$ cat src/rtl/seq_divider_if.sv
// Handshake and result bundle between the control unit (master) and the
// iterative divider (slave). SGN exists only when SIGNED_DIV_EN is defined.
interface seq_divider_if #(
    parameter int WIDTH = 8
);
    logic             START;
    logic [WIDTH-1:0] A;
    logic [WIDTH-1:0] B;
`ifdef SIGNED_DIV_EN
    logic             SGN;
`endif
    logic             BUSY;
    logic             DONE;
    logic [WIDTH-1:0] Q;
    logic [WIDTH-1:0] R;
    logic             DZ;
    logic             V;

`ifdef SIGNED_DIV_EN
    modport master (output START, A, B, SGN, input BUSY, DONE, Q, R, DZ, V);
    modport slave  (input START, A, B, SGN, output BUSY, DONE, Q, R, DZ, V);
`else
    modport master (output START, A, B, input BUSY, DONE, Q, R, DZ, V);
    modport slave  (input START, A, B, output BUSY, DONE, Q, R, DZ, V);
`endif
endinterface

$ cat src/rtl/seq_divider.sv
// Iterative restoring divider: one quotient bit per clock, START/DONE handshake.
// Optional signed mode (SGN port, V flag, one fix-up cycle) under `SIGNED_DIV_EN.
module seq_divider #(
    parameter int WIDTH = 8
) (
    input  logic          CLK,
    input  logic          RST,
    seq_divider_if.slave  bus
);
    localparam int CW = $clog2(WIDTH + 1);
    localparam logic [CW-1:0] LAST_STEP = CW'(WIDTH - 1);

    typedef enum logic [1:0] {IDLE, RUN, FIN} state_t;

    state_t           state, state_nxt;
    logic [CW-1:0]    count;
    logic [WIDTH-1:0] dvd;      // dividend shifting out, quotient shifting in
    logic [WIDTH-1:0] div;
    logic [WIDTH-1:0] rem;
    logic [WIDTH-1:0] q_reg, r_reg;
    logic             dz_reg;

    logic [WIDTH:0]   rem_sh, trial;
    logic [WIDTH-1:0] q_fin, r_fin, a_op, b_op;
    logic             q_bit, start_ok, div_zero, step_last, load_now;

`ifdef SIGNED_DIV_EN
    localparam logic [WIDTH-1:0] MOST_NEG = {1'b1, {(WIDTH-1){1'b0}}};

    logic             sgn_op, neg_q, neg_r, ovf, v_reg, fix_step;

    function automatic logic [WIDTH-1:0] negate(input logic [WIDTH-1:0] x);
        return ~x + {{(WIDTH-1){1'b0}}, 1'b1};
    endfunction
`endif

    // NOTE: every signal assigned in an always_comb gets a default first so
    // no path through the block can leave it unassigned and infer a latch.
    always_comb begin
        rem_sh    = {rem, dvd[WIDTH-1]};
        trial     = rem_sh - {1'b0, div};
        q_bit     = ~trial[WIDTH];
        q_fin     = {dvd[WIDTH-2:0], q_bit};
        r_fin     = q_bit ? trial[WIDTH-1:0] : rem_sh[WIDTH-1:0];
        start_ok  = (state == IDLE) && bus.START;
        div_zero  = (bus.B == '0);
        step_last = (state == RUN) && (count == LAST_STEP);
`ifdef SIGNED_DIV_EN
        // Divide magnitudes; the signs are reapplied in the extra RUN cycle.
        a_op      = (bus.SGN && bus.A[WIDTH-1]) ? negate(bus.A) : bus.A;
        b_op      = (bus.SGN && bus.B[WIDTH-1]) ? negate(bus.B) : bus.B;
        fix_step  = (state == RUN) && (count == CW'(WIDTH));
        load_now  = (step_last && !sgn_op) || fix_step;
`else
        a_op      = bus.A;
        b_op      = bus.B;
        load_now  = step_last;
`endif
    end

    always_comb begin
        state_nxt = state;
        case (state)
            IDLE:    if (bus.START) state_nxt = div_zero ? FIN : RUN;
            RUN:     if (load_now)  state_nxt = FIN;
            FIN:     state_nxt = IDLE;
            default: state_nxt = IDLE;
        endcase
    end

    // NOTE: sequential state uses non-blocking assignments so every register
    // samples the pre-edge values, independent of statement order.
    always_ff @(posedge CLK) begin
        if (RST) state <= IDLE;
        else     state <= state_nxt;
    end

    // NOTE: the reset clears the full datapath (a handful of flops, no memory
    // arrays), so an aborted operation leaves nothing stale behind.
    always_ff @(posedge CLK) begin
        if (RST) begin
            count  <= '0;
            dvd    <= '0;
            div    <= '0;
            rem    <= '0;
            q_reg  <= '0;
            r_reg  <= '0;
            dz_reg <= 1'b0;
`ifdef SIGNED_DIV_EN
            sgn_op <= 1'b0;
            neg_q  <= 1'b0;
            neg_r  <= 1'b0;
            ovf    <= 1'b0;
            v_reg  <= 1'b0;
`endif
        end else if (start_ok) begin
            count <= '0;
            dvd   <= a_op;
            div   <= b_op;
            rem   <= '0;
`ifdef SIGNED_DIV_EN
            sgn_op <= bus.SGN;
            neg_q  <= bus.SGN && (bus.A[WIDTH-1] ^ bus.B[WIDTH-1]);
            neg_r  <= bus.SGN && bus.A[WIDTH-1];
            ovf    <= bus.SGN && (bus.A == MOST_NEG) && (bus.B == '1);
`endif
            if (div_zero) begin
                q_reg  <= '1;
                r_reg  <= bus.A;
                dz_reg <= 1'b1;
`ifdef SIGNED_DIV_EN
                v_reg  <= 1'b0;
`endif
            end
        end else if (state == RUN) begin
            count <= count + CW'(1);
`ifdef SIGNED_DIV_EN
            if (fix_step) begin
                q_reg  <= neg_q ? negate(dvd) : dvd;
                r_reg  <= neg_r ? negate(rem) : rem;
                dz_reg <= 1'b0;
                v_reg  <= ovf;
            end else begin
                dvd <= q_fin;
                rem <= r_fin;
                if (step_last && !sgn_op) begin
                    q_reg  <= q_fin;
                    r_reg  <= r_fin;
                    dz_reg <= 1'b0;
                    v_reg  <= 1'b0;
                end
            end
`else
            dvd <= q_fin;
            rem <= r_fin;
            if (step_last) begin
                q_reg  <= q_fin;
                r_reg  <= r_fin;
                dz_reg <= 1'b0;
            end
`endif
        end
    end

    assign bus.BUSY = (state != IDLE);
    assign bus.DONE = (state == FIN);
    assign bus.Q    = q_reg;
    assign bus.R    = r_reg;
    assign bus.DZ   = dz_reg;
`ifdef SIGNED_DIV_EN
    assign bus.V    = v_reg;
`else
    assign bus.V    = 1'b0;
`endif
endmodule
$ cat src/flat_wrapper.sv
// flat-port wrapper written by rule: the top's interface ports become plain ports
module seq_divider_flat 
#(
    parameter int WIDTH = 8
)
  (CLK, RST, bus_START, bus_A, bus_B, bus_BUSY, bus_DONE, bus_Q, bus_R, bus_DZ, bus_V);
  seq_divider_if #(.WIDTH(WIDTH)) bus_i ();
  input  logic CLK;
  input  logic RST;
  input wire logic [$bits(bus_i.START)-1:0] bus_START;
  input wire logic [$bits(bus_i.A)-1:0] bus_A;
  input wire logic [$bits(bus_i.B)-1:0] bus_B;
  output wire logic [$bits(bus_i.BUSY)-1:0] bus_BUSY;
  output wire logic [$bits(bus_i.DONE)-1:0] bus_DONE;
  output wire logic [$bits(bus_i.Q)-1:0] bus_Q;
  output wire logic [$bits(bus_i.R)-1:0] bus_R;
  output wire logic [$bits(bus_i.DZ)-1:0] bus_DZ;
  output wire logic [$bits(bus_i.V)-1:0] bus_V;
  assign bus_i.START = bus_START;
  assign bus_i.A = bus_A;
  assign bus_i.B = bus_B;
  assign bus_BUSY = bus_i.BUSY;
  assign bus_DONE = bus_i.DONE;
  assign bus_Q = bus_i.Q;
  assign bus_R = bus_i.R;
  assign bus_DZ = bus_i.DZ;
  assign bus_V = bus_i.V;
  seq_divider #(.WIDTH(WIDTH)) u_core (.CLK(CLK), .RST(RST), .bus(bus_i));
endmodule
$ cat config.mk
export PLATFORM = sky130hd
export DESIGN_NAME = seq_divider_flat
export DESIGN_NICKNAME = d
export VERILOG_FILES = /design/src/rtl/seq_divider_if.sv /design/src/rtl/seq_divider.sv /design/src/flat_wrapper.sv
export SDC_FILE = /design/constraint.sdc
export NUM_CORES = 1
export LEC_CHECK = 0
export CAP_MARGIN = 20
export CORE_ASPECT_RATIO = 2
export CORE_MARGIN = 4
export CORE_UTILIZATION = 63
export CTS_CLUSTER_DIAMETER = 200
export DETAILED_ROUTE_END_ITERATION = 8
export DONT_BUFFER_PORTS = 1
export HOLD_SLACK_MARGIN = 0.12
export PLACE_DENSITY = 0.78
export SYNTH_ARGS = -nofsm -noshare
export SYNTH_HDL_FRONTEND = slang
export SYNTH_SLANG_ARGS = --single-unit
export TNS_END_PERCENT = 1
$ cat constraint.sdc
create_clock -name CLK -period 2.9 [get_ports CLK]
set_clock_uncertainty 0.15 [all_clocks]
set_input_delay 0.435 -clock CLK [delete_from_list [all_inputs] [get_ports CLK]]
set_output_delay 0.435 -clock CLK [all_outputs]
set_load 0.01 [all_outputs]
==> results of run 1 <==
registers in the layout (all words and copies together), names as in the netlist:
name / count
u_core.bus.Q: 8
u_core.count: 4
u_core.dvd: 8
u_core.bus.R: 8
u_core.div: 8
u_core.bus.DZ: 1
u_core.state: 2
u_core.rem: 8
cells in the mapped netlist (all sizes together), types with 2 or more instances:
cell type / number
a21oi: 33
clkbuf: 8
a22o: 6
o221a: 7
dfxtp: 47
o21ai: 16
nand3b: 2
o211ai: 4
a21o: 2
xor2: 4
nor3: 4
nand4: 2
ha: 9
inv: 16
xnor2: 3
buf: 10
o41ai: 6
nor3b: 2
a32oi: 2
nand2: 36
nor4: 3
nor2b: 6
nand3: 6
a22oi: 14
nand2b: 6
nor2: 16
o21a: 3
and2: 2
mux2i: 5
report_power, final:
group / internal (mW) / total, mW / switching (mW)
Combinational: 0.132 / 0.358 / 0.226
Sequential: 0.671 / 0.691 / 0.0207
Clock: 0.344 / 0.564 / 0.220
Total: 1.15 / 1.61 / 0.467
logic make-up (layout without fill, tap and decap cells):
group,after synthesis,count (layout),share of synthesized area (%)
flops,47,47,37.9
buf+inv,34,38,6.34
fa+ha+maj,10,10,5.34
compound gates,101,101,28.6
xor+xnor,7,7,2.47
simple gates,89,89,17.3
other cells,1,1,0.151
mux,5,5,2.01
worst max-delay path, stage by stage, from the launching register on:
cell and delay (ns):
dfxtp_1 0.33, inv_1 0.08, ha_1 0.16, inv_1 0.06
fa_1 0.40, nand3_1 0.11, a21oi_1 0.08, mux2i_1 0.33
nand2_2 0.22, buf_4 0.23, a32oi_1 0.21, o41ai_1 0.11
worst min-delay path by stage:
stage                                    start                          to  slack [ns]
floorplan           u_core.div[1]$_SDFFE_PP0P_  u_core.div[1]$_SDFFE_PP0P_        0.29
global placement    u_core.div[2]$_SDFFE_PP0P_  u_core.div[2]$_SDFFE_PP0P_        0.29
detailed placement  u_core.div[2]$_SDFFE_PP0P_  u_core.div[2]$_SDFFE_PP0P_        0.29
CTS                                   bus_B[6]  u_core.div[6]$_SDFFE_PP0P_        0.13
global route                          bus_B[6]  u_core.div[6]$_SDFFE_PP0P_        0.14
finish                                bus_B[6]  u_core.div[6]$_SDFFE_PP0P_        0.14
final cells by class:
class                      count  area share [%]
clock buffer                   5            2.54
clock inverter                 3            2.49
inverter                      16            2.22
multi-input combinational    213            51.2
sequential                    47            34.7
tap                           51            2.35
timing repair buffer          14            4.52
per-layer routing:
layer | routed length (µm) | part of all wire (%) | vias up
met4 | 385 | 5.9 | 0
met2 | 3530 | 54 | 87
li1 | - | - | 1075
met3 | 355 | 5.4 | 26
met5 | 0 | 0 | -
met1 | 2300 | 35 | 1033
through the flow:
| stage | setup slack [ns] | std cells |
|---|---|---|
| 6_report | 0.282 | 349 |
| 5_1_grt | 0.0920 | 349 |
| 4_1_cts | 0.304 | 349 |
| 3_5_place_dp | 0.319 | 334 |
| 3_3_place_gp | 0.410 | 334 |
| 2_1_floorplan | 0.551 | 294 |
timing repair:
item | in CTS | in global routing
hold endpoints to repair | 26 | 0
setup endpoints to repair | 0 | 0
hold buffers | 7 | 0
==> results.md, run 1 <==
* Worst path required time at 2.90 ns
* Power Dens Cells at 595 nW/µm²
* Final hold viol count at 0
* Critical Path Source: u_core.dvd[7]$_SDFFE_PP0P_
* Biggest area consumer among synthesized cells: dfxtp_1
* CTS tree: built
* Commonest non-fill, non-tap cells in the layout: 47 x dfxtp_1, 35 x nand2_1, 31 x a21oi_1
* Top cells by area, synth: dfxtp_1 38%, a21oi_1 6.2%, nand2_1 5.3%, ha_1 4.5%, a22oi_1 4.2%
* Final Cell Area at 2710 µm²
* ANT cells at 0
* Share of post-route cells with drive strength above 1 at 9.40%
* # Post-CTS Setup Buffers at 0
* Leading cell type in the layout, fill and taps excluded: dfxtp_1
* Global-route wire length before repair at 10.8 mm
* Syn nets at 323
* Max cap viols at 0
* Largest net degree at the start of global routing at 27
* Fillers at 318
* Slew headroom at 26.9%
* Overall Power at 1.61 mW
* Post_cts resized at 0
* FFs w/ async S/R, synth at 0%
* H-tree levels at 2
* Fin. max-slew vios at 0
* Max VDD drop at 0.549 mV
* Post-synth EDFFs at 0
* Wirelength per Cell at 18.8 µm
* Die Span X at 52.4 µm
* Post-Route WL at 6.57 mm
* Hold crit path type: in2reg
* Hold WS at 0.144 ns
* Register-to-Register Path Depth at 11
* Post-Syn Instances at 294
* DR iter-0 viols at 102
* Top_reg_cell synth: dfxtp_1
* Avg Cell Area, Syn at 8.45 µm²
* Status: finished, final reports clean
* Die footprint at 5070 µm²
* Post-Syn Area at 2480 µm²
* Drt via density at 6.36
* DRC violations left at 0
* CTS max path bufs at 2
* I/O pins at 39
* Critical path class: reg2reg
* Reg-to-Reg Start: u_core.dvd[7]$_SDFFE_PP0P_
* Worst-Skew Late Latency at 0.30 ns
* Root Driver: clkbuf_8
* Setup repair after global routing missed its margin: no
* Total congestion overflow at 0
* Multi-input combinational cell area at 1390 µm²
* GR Util met3 at 4.47%
* Global Route Usage Sum at 28.1%
* Routed Antenna Nets at 0
* Leak at 0.995 nW
* TritonCTS buffer count at 5
* FF+latch count, synth at 47
* Hold depth at 2
* Hpwl dp at 4.72 mm
* Placed cell areas at 2500 µm²
* Drt first pass iters at 5
* Clock sinks at 47
* DR vias at 2221
* Worst-path clk slew at 0.09 ns
* M2 GR Usage at 49.3%
* Vias in the first global route at 2304
* Synth-to-Final Area Change at 9.06%
* Core Rows at 32
* Layout Nets at 326
* Post-synth top area share at 37.9%
* F_max at 382 MHz
* Critical path endpoint: u_core.bus.R[5]$_SDFFE_PP0P_
* Synth Warn # at 0
* Core Footprint at 3840 µm²
* Initial Utilization at 64.6%
* Synth cell types at 51
* Sequential fraction of the synthesis area at 37.9%
* Fin crit share at 90.3%
* R2r endpoint: u_core.bus.R[5]$_SDFFE_PP0P_
* Kind of end point of the critical path: flop
* Top Usage Layer GRT: met2
* Port bufs at 0
* Die Y at 96.8 µm
* Worst-path maximum fanout at 10
* Crit start category: flop
* Antenna violations before repair at 0
* R2R Setup Slk at 0.28 ns
* CP arrival at 2.62 ns
* Setup violations, final at 0
* Fin crit period at 2.62 ns
* Utilization after layout at 70.5%
* Worst slew pin tran at 1.09 ns
* Setup TNS at 0 ns
* Routability cong. at 1.02
* FF+latch area at 941 µm²
* GR Util met1 at 29.9%
Power figures use the tool's default switching activity.
==> run 2, diff against run 1 <==
- ABC_CLOCK_PERIOD_IN_PS: default -> 2900
==> results of run 2 <==
The final DEF is identical to that of run 1; final timing and power are the same.
